[config.mk]
export PLATFORM = sky130hd
export DESIGN_NAME = neuron_mac_seq_flat
export DESIGN_NICKNAME = d
export VERILOG_FILES = /design/src/rtl/neuron_mac_seq_if.sv /design/src/rtl/neuron_mac_seq.sv /design/src/flat_wrapper.sv
export SDC_FILE = /design/constraint.sdc
export NUM_CORES = 1
export LEC_CHECK = 0
export ABC_AREA = 1
export BUFFER_PORTS_ARGS = -buffer_cell sky130_fd_sc_hd__buf_2
export CAP_MARGIN = 5
export CORE_AREA = 2 2 194 196
export DETAILED_ROUTE_END_ITERATION = 8
export DIE_AREA = 0 0 196 198
export PLACE_DENSITY = 0.76
export SYNTH_ARGS = -nofsm -noshare
export SYNTH_HDL_FRONTEND = slang
export SYNTH_SLANG_ARGS = --single-unit
export TNS_END_PERCENT = 20
[constraint.sdc]
create_clock -name CLK -period 23.6 [get_ports CLK]
set_clock_uncertainty 0.05 [all_clocks]
set_input_delay 2.36 -clock CLK [delete_from_list [all_inputs] [get_ports CLK]]
set_output_delay 2.36 -clock CLK [all_outputs]
set_load 0.1 [all_outputs]
[src/rtl/neuron_mac_seq_if.sv]
// Handshake and BRAM bus of one neuron MAC sequencer.
// The slave side is the sequencer; the master side is whoever owns START/BIAS
// and the two read-only BRAMs (weights and input activations).
interface neuron_mac_seq_if #(
   parameter int ADDR_W = 5,
   parameter int DATA_W = 16
);
   logic              START;
   logic [DATA_W-1:0] BIAS;
   logic [ADDR_W-1:0] MEM_ADDR;
   logic              MEM_EN;
   logic [DATA_W-1:0] W_DO;
   logic [DATA_W-1:0] X_DO;
   logic [DATA_W-1:0] Y;
   logic              DONE;
   logic              BUSY;

   modport master (
      output START, BIAS, W_DO, X_DO,
      input  MEM_ADDR, MEM_EN, Y, DONE, BUSY
   );

   modport slave (
      input  START, BIAS, W_DO, X_DO,
      output MEM_ADDR, MEM_EN, Y, DONE, BUSY
   );
endinterface

[src/rtl/neuron_mac_seq.sv]
// Single-neuron multiply-accumulate sequencer: sweeps one shared address over
// the weight and input BRAMs, sums signed Q8.8 products into a Q24.16
// accumulator, adds the bias, then applies ReLU with saturation to Q8.8.
//
// state   | meaning
// --------+-----------------------------------------------------------------
// S_IDLE  | waiting for START; MEM_EN low
// S_READ  | address sweep; each edge adds the product of the previous address
// S_FINAL | last product added, bias/ReLU/saturate, DONE pulse
module neuron_mac_seq #(
   parameter int N_INPUTS  = 28,
   parameter int ADDR_W    = 5,
   parameter int DATA_W    = 16,
   parameter int FRAC_BITS = 8,
   parameter int ACC_W     = 40
) (
   input logic              CLK,
   input logic              RST,
   neuron_mac_seq_if.slave  bus
);

   localparam logic [1:0] S_IDLE  = 2'd0;
   localparam logic [1:0] S_READ  = 2'd1;
   localparam logic [1:0] S_FINAL = 2'd2;

   localparam int                      PROD_W    = 2 * DATA_W;
   localparam logic [ADDR_W-1:0]       LAST_ADDR = ADDR_W'(N_INPUTS - 1);
   localparam logic signed [ACC_W-1:0] Y_MAX     = ACC_W'((64'sd1 <<< (DATA_W - 1)) - 64'sd1);

   logic [1:0]               state_q, state_d;
   logic signed [ACC_W-1:0]  acc_q,   acc_d;
   logic [DATA_W-1:0]        bias_q,  bias_d;
   logic [ADDR_W-1:0]        addr_q,  addr_d;
   logic                     en_q,    en_d;
   logic [DATA_W-1:0]        y_q,     y_d;
   logic                     done_q,  done_d;

   logic signed [PROD_W-1:0] w_ext, x_ext, prod;
   logic signed [ACC_W-1:0]  prod_ext, acc_sum, acc_shr, bias_ext, s_val;

   // Product of the current BRAM read data and the running sum including it.
   always_comb begin
      w_ext    = {{DATA_W{bus.W_DO[DATA_W-1]}}, bus.W_DO};
      x_ext    = {{DATA_W{bus.X_DO[DATA_W-1]}}, bus.X_DO};
      prod     = w_ext * x_ext;
      prod_ext = {{(ACC_W - PROD_W){prod[PROD_W-1]}}, prod};
      acc_sum  = acc_q + prod_ext;
      acc_shr  = acc_sum >>> FRAC_BITS;
      bias_ext = {{(ACC_W - DATA_W){bias_q[DATA_W-1]}}, bias_q};
      s_val    = acc_shr + bias_ext;
   end

   // Sequencer next-state logic. The edge that sees the last address in READ
   // only closes the BRAM; the last product (still held on the BRAM output
   // because MEM_EN is low) is added in FINAL together with bias and clamp.
   always_comb begin
      state_d = state_q;
      acc_d   = acc_q;
      bias_d  = bias_q;
      addr_d  = addr_q;
      en_d    = en_q;
      y_d     = y_q;
      done_d  = 1'b0;
      case (state_q)
         S_IDLE: begin
            if (bus.START) begin
               acc_d   = '0;
               bias_d  = bus.BIAS;
               addr_d  = '0;
               en_d    = 1'b1;
               state_d = S_READ;
            end
         end
         S_READ: begin
            if (addr_q == LAST_ADDR) begin
               en_d    = 1'b0;
               state_d = S_FINAL;
            end else begin
               acc_d  = acc_sum;
               addr_d = addr_q + 1'b1;
            end
         end
         S_FINAL: begin
            acc_d = acc_sum;
            if (s_val < 0) begin
               y_d = '0;
            end else if (s_val > Y_MAX) begin
               y_d = Y_MAX[DATA_W-1:0];
            end else begin
               y_d = s_val[DATA_W-1:0];
            end
            done_d  = 1'b1;
            state_d = S_IDLE;
         end
         default: begin
            state_d = S_IDLE;
            en_d    = 1'b0;
         end
      endcase
   end

   // State registers with synchronous reset; an interrupted sweep is dropped.
   always_ff @(posedge CLK) begin
      if (RST) begin
         state_q <= S_IDLE;
         acc_q   <= '0;
         bias_q  <= '0;
         addr_q  <= '0;
         en_q    <= 1'b0;
         y_q     <= '0;
         done_q  <= 1'b0;
      end else begin
         state_q <= state_d;
         acc_q   <= acc_d;
         bias_q  <= bias_d;
         addr_q  <= addr_d;
         en_q    <= en_d;
         y_q     <= y_d;
         done_q  <= done_d;
      end
   end

   assign bus.MEM_ADDR = addr_q;
   assign bus.MEM_EN   = en_q;
   assign bus.Y        = y_q;
   assign bus.DONE     = done_q;
   assign bus.BUSY     = (state_q != S_IDLE);

endmodule

[src/flat_wrapper.sv]
// flat-port wrapper written by rule: the top's interface ports become plain ports
module neuron_mac_seq_flat 
#(
   parameter int N_INPUTS  = 28,
   parameter int ADDR_W    = 5,
   parameter int DATA_W    = 16,
   parameter int FRAC_BITS = 8,
   parameter int ACC_W     = 40
)
  (CLK, RST, bus_START, bus_BIAS, bus_W_DO, bus_X_DO, bus_MEM_ADDR, bus_MEM_EN, bus_Y, bus_DONE, bus_BUSY);
  neuron_mac_seq_if #(.ADDR_W(ADDR_W), .DATA_W(DATA_W)) bus_i ();
  input logic CLK;
  input logic RST;
  input wire logic [$bits(bus_i.START)-1:0] bus_START;
  input wire logic [$bits(bus_i.BIAS)-1:0] bus_BIAS;
  input wire logic [$bits(bus_i.W_DO)-1:0] bus_W_DO;
  input wire logic [$bits(bus_i.X_DO)-1:0] bus_X_DO;
  output wire logic [$bits(bus_i.MEM_ADDR)-1:0] bus_MEM_ADDR;
  output wire logic [$bits(bus_i.MEM_EN)-1:0] bus_MEM_EN;
  output wire logic [$bits(bus_i.Y)-1:0] bus_Y;
  output wire logic [$bits(bus_i.DONE)-1:0] bus_DONE;
  output wire logic [$bits(bus_i.BUSY)-1:0] bus_BUSY;
  assign bus_i.START = bus_START;
  assign bus_i.BIAS = bus_BIAS;
  assign bus_i.W_DO = bus_W_DO;
  assign bus_i.X_DO = bus_X_DO;
  assign bus_MEM_ADDR = bus_i.MEM_ADDR;
  assign bus_MEM_EN = bus_i.MEM_EN;
  assign bus_Y = bus_i.Y;
  assign bus_DONE = bus_i.DONE;
  assign bus_BUSY = bus_i.BUSY;
  neuron_mac_seq #(.N_INPUTS(N_INPUTS), .ADDR_W(ADDR_W), .DATA_W(DATA_W), .FRAC_BITS(FRAC_BITS), .ACC_W(ACC_W)) u_core (.CLK(CLK), .RST(RST), .bus(bus_i));
endmodule
==> results.py <==
metrics = {
    "cts": {
        "cts_setup_buffers": 0,
        "clk_pin_slew_ps": 70,
        "ctsResizeCount": 0,
        "cts.sinks": 81,
        "clock-root-buffer": "clkbuf_16",
        "worstSkewPairLatency_ps": 360,
        "htreeDepth": 3,
        "numCtsBuffers": 9,
        "cts_hold_buf": 0,
        "cts_tree": "built",
        "cts_buffer_depth": 2,
    },
    "synth": {
        "synth_area_per_cell_um2": 7.419,
        "synthArstFlopShare": 0,
        "synthCells": 2436,
        "synth_edf_count": 0,
        "yosysSeqAreaShare": 0.08973,
        "yosysWarnings": 0,
        "ys.flop_type": "dfxtp_1",
        "synth_cell_type_count": 40,
        "syn_area_mm2": 0.01807,
        "syn_nets": 2972,
        "ys_ff_latch": 81,
    },
    "timing": {
        "finalWorstSetupSlack_ps": 12600,
        "fmax_mhz": 90.89,
        "period_needed_ps": 11000,
        "tns_ps": 0,
        "final_hold_viol_count": 0,
        "grt_setup_unrepaired": "no",
        "tightest_slew_ps": 882.8,
        "setup_viol": 0,
        "relSlewSlack": 0.4108,
        "slew_viol_final": 0,
        "fin_crit_sh": 0.4662,
    },
    "die": {
        "die_x_um": 196,
        "ios": 75,
        "core_area_mm2": 0.03696,
        "die_y_um": 198,
        "initial_core_util": 0.4890,
        "fp-row-count": 71,
        "dieArea_mm2": 0.03881,
    },
    "finish": {
        "n_antenna_cell": 0,
        "register_area_mm2": 0.001622,
        "fin_nets": 2979,
        "nFillCells": 3570,
        "syn_to_final_growth_pct": 5.261,
        "final_cell_mix": "inv_1 (624), nand2_1 (620), fa_1 (331)",
        "layout-drive-gt1-share": 0.04575,
        "final_common_cell": "inv_1",
        "multi_input_area_mm2": 0.01377,
    },
    "grt": {
        "met2_usage": 0.4415,
        "grt_pass1_vias": 15950,
        "antenna_found_initial": 0,
        "use_met3": 0.02282,
        "grt_first_pass_wirelength_um": 78520,
        "busiest_layer": "met2",
        "grt_max_degree": 63,
        "grt.total_usage": 0.2510,
        "grt-ovfl-total": 0,
        "grt_util_met1": 0.3369,
    },
    "place": {
        "io_buffers": 74,
        "place.gp.congestion": 0.9648,
        "dpl.hpwl_um": 39220,
        "pre_cts_slack_ps": 12200,
    },
    "setup_path": {
        "critPathLaunchType": "primary input",
        "critPathMaxStageDelay_ps": 670,
        "critPathKind": "primary input to register",
        "r2r-end": "u_core.bus.Y[1]$_SDFFE_PP0P_",
        "reg2reg_from": "u_core.acc_q[8]$_SDFFE_PP0P_",
        "end_kind": "register",
        "r2r_cells": 31,
        "cp.arrival_ps": 11240,
        "required_ps": 23830,
        "crit_top_cell": "inv_1",
        "ff2ff_setup_slack_ps": 15700,
        "cp_max_fo": 16,
        "slowest_stage": "fa_1",
    },
    "hold_path": {
        "hold_end": "u_core.bus.Y[15]$_SDFFE_PP0P_",
        "min_from": "u_core.bus.Y[15]$_SDFFE_PP0P_",
        "hold_class": "register to register",
        "min_path_cells": 2,
    },
    "route": {
        "ant_nets": 0,
        "vias": 14850,
        "dr.pass1.iters": 5,
        "drt_iter0_markers": 975,
        "wl_um": 45480,
        "post_drt_wl_per_cell_um": 15.57,
        "drc_errors": 0,
        "via_per_inst": 5.082,
    },
    "status": {
        "status": "complete, no violations",
    },
    "job": {
        "drv_cap": 0,
    },
}
-- final cells by class --
cell class                      instances  share of cell area
Timing Repair Buffer                   80             0.02184
Clock inverter                          6            0.002499
Clock buffer                           10             0.01204
Inverter                              625              0.1233
Tap cell                              474             0.03118
Multi-Input combinational cell       1646              0.7239
Sequential cell                        81             0.08524
-- cells in the mapped netlist (6+ instances only) --
library cell | number | area [um2]
inv_1 | 624 | 2342
nand2_1 | 620 | 2327
fa_1 | 331 | 6626
ha_1 | 154 | 1927
nor2_1 | 148 | 555.5
a21oi_1 | 126 | 630.6
dfxtp_1 | 81 | 1622
clkbuf_1 | 80 | 300.3
o21ai_0 | 54 | 270.3
nand3_1 | 52 | 260.3
xnor2_1 | 28 | 245.2
xor2_1 | 28 | 245.2
nand4_1 | 20 | 125.1
nor3_1 | 13 | 65.06
a31oi_1 | 12 | 75.07
or2_2 | 8 | 50.05
and2_1 | 6 | 37.54
o21ai_1 | 6 | 30.03
-- metal layers --
layer	wire length, um	vias to the layer above
li1	-	7179
met1	20490	7177
met2	22100	429
met3	2108	64
met4	785	0
met5	0	-
-- registers in the layout, summed over array words and instances, names as in the netlist --
| signal | cells |
|---|---|
| u_core.acc_q | 40 |
| u_core.bus.DONE | 1 |
| u_core.state_q | 2 |
| u_core.bus.Y | 16 |
| u_core.bias_q | 16 |
| u_core.bus.MEM_EN | 1 |
| u_core.bus.MEM_ADDR | 5 |
-- worst max path at each step --
stage | start | end | slack [ps]
2_1_floorplan | bus_W_DO[15] | u_core.bus.Y[6]$_SDFFE_PP0P_ | 13840
3_3_place_gp | bus_W_DO[15] | u_core.bus.Y[1]$_SDFFE_PP0P_ | 12180
3_5_place_dp | bus_W_DO[15] | u_core.bus.Y[1]$_SDFFE_PP0P_ | 12200
4_1_cts | bus_W_DO[15] | u_core.bus.Y[1]$_SDFFE_PP0P_ | 12560
5_1_grt | bus_X_DO[1] | u_core.bus.Y[11]$_SDFFE_PP0P_ | 12090
6_report | bus_W_DO[15] | u_core.bus.Y[1]$_SDFFE_PP0P_ | 12600
-- cells by family (layout without fill, tap and decap cells) --
| family | Yosys count | in the layout | synth area share |
|---|---|---|---|
| and+or+nand+nor | 883 | 883 | 0.1956 |
| buffers and inverters | 709 | 721 | 0.1483 |
| adders and majority gates | 485 | 485 | 0.4733 |
| AOI/OAI and AO/OA | 222 | 222 | 0.06598 |
| DFF | 81 | 81 | 0.08973 |
| xor gates and xnor gates | 56 | 56 | 0.02714 |
-- per-stage QoR --
stage               utilization  hold slack, ps  area (um2)  instances
floorplan                     -           395.3       18070       2436
detailed placement       0.5073           394.6       18750       2906
global route             0.5148           441.1       19020       2922
CTS                      0.5148           407.1       19020       2922
global placement         0.5073           386.0       18750       2906
finish                   0.5148           413.4       19020       2922
-- critical path, delay by kind of cell --
kind / cells / cell delay (ps)
buf+inv: 10 / 1190
xor+xnor: 2 / 600
simple gates: 8 / 1410
compound gates: 8 / 1550
fa+ha+maj: 8 / 4150
Power is not shown: default switching activity piles up to over one toggle a cycle in this logic, so the estimate is an artifact.
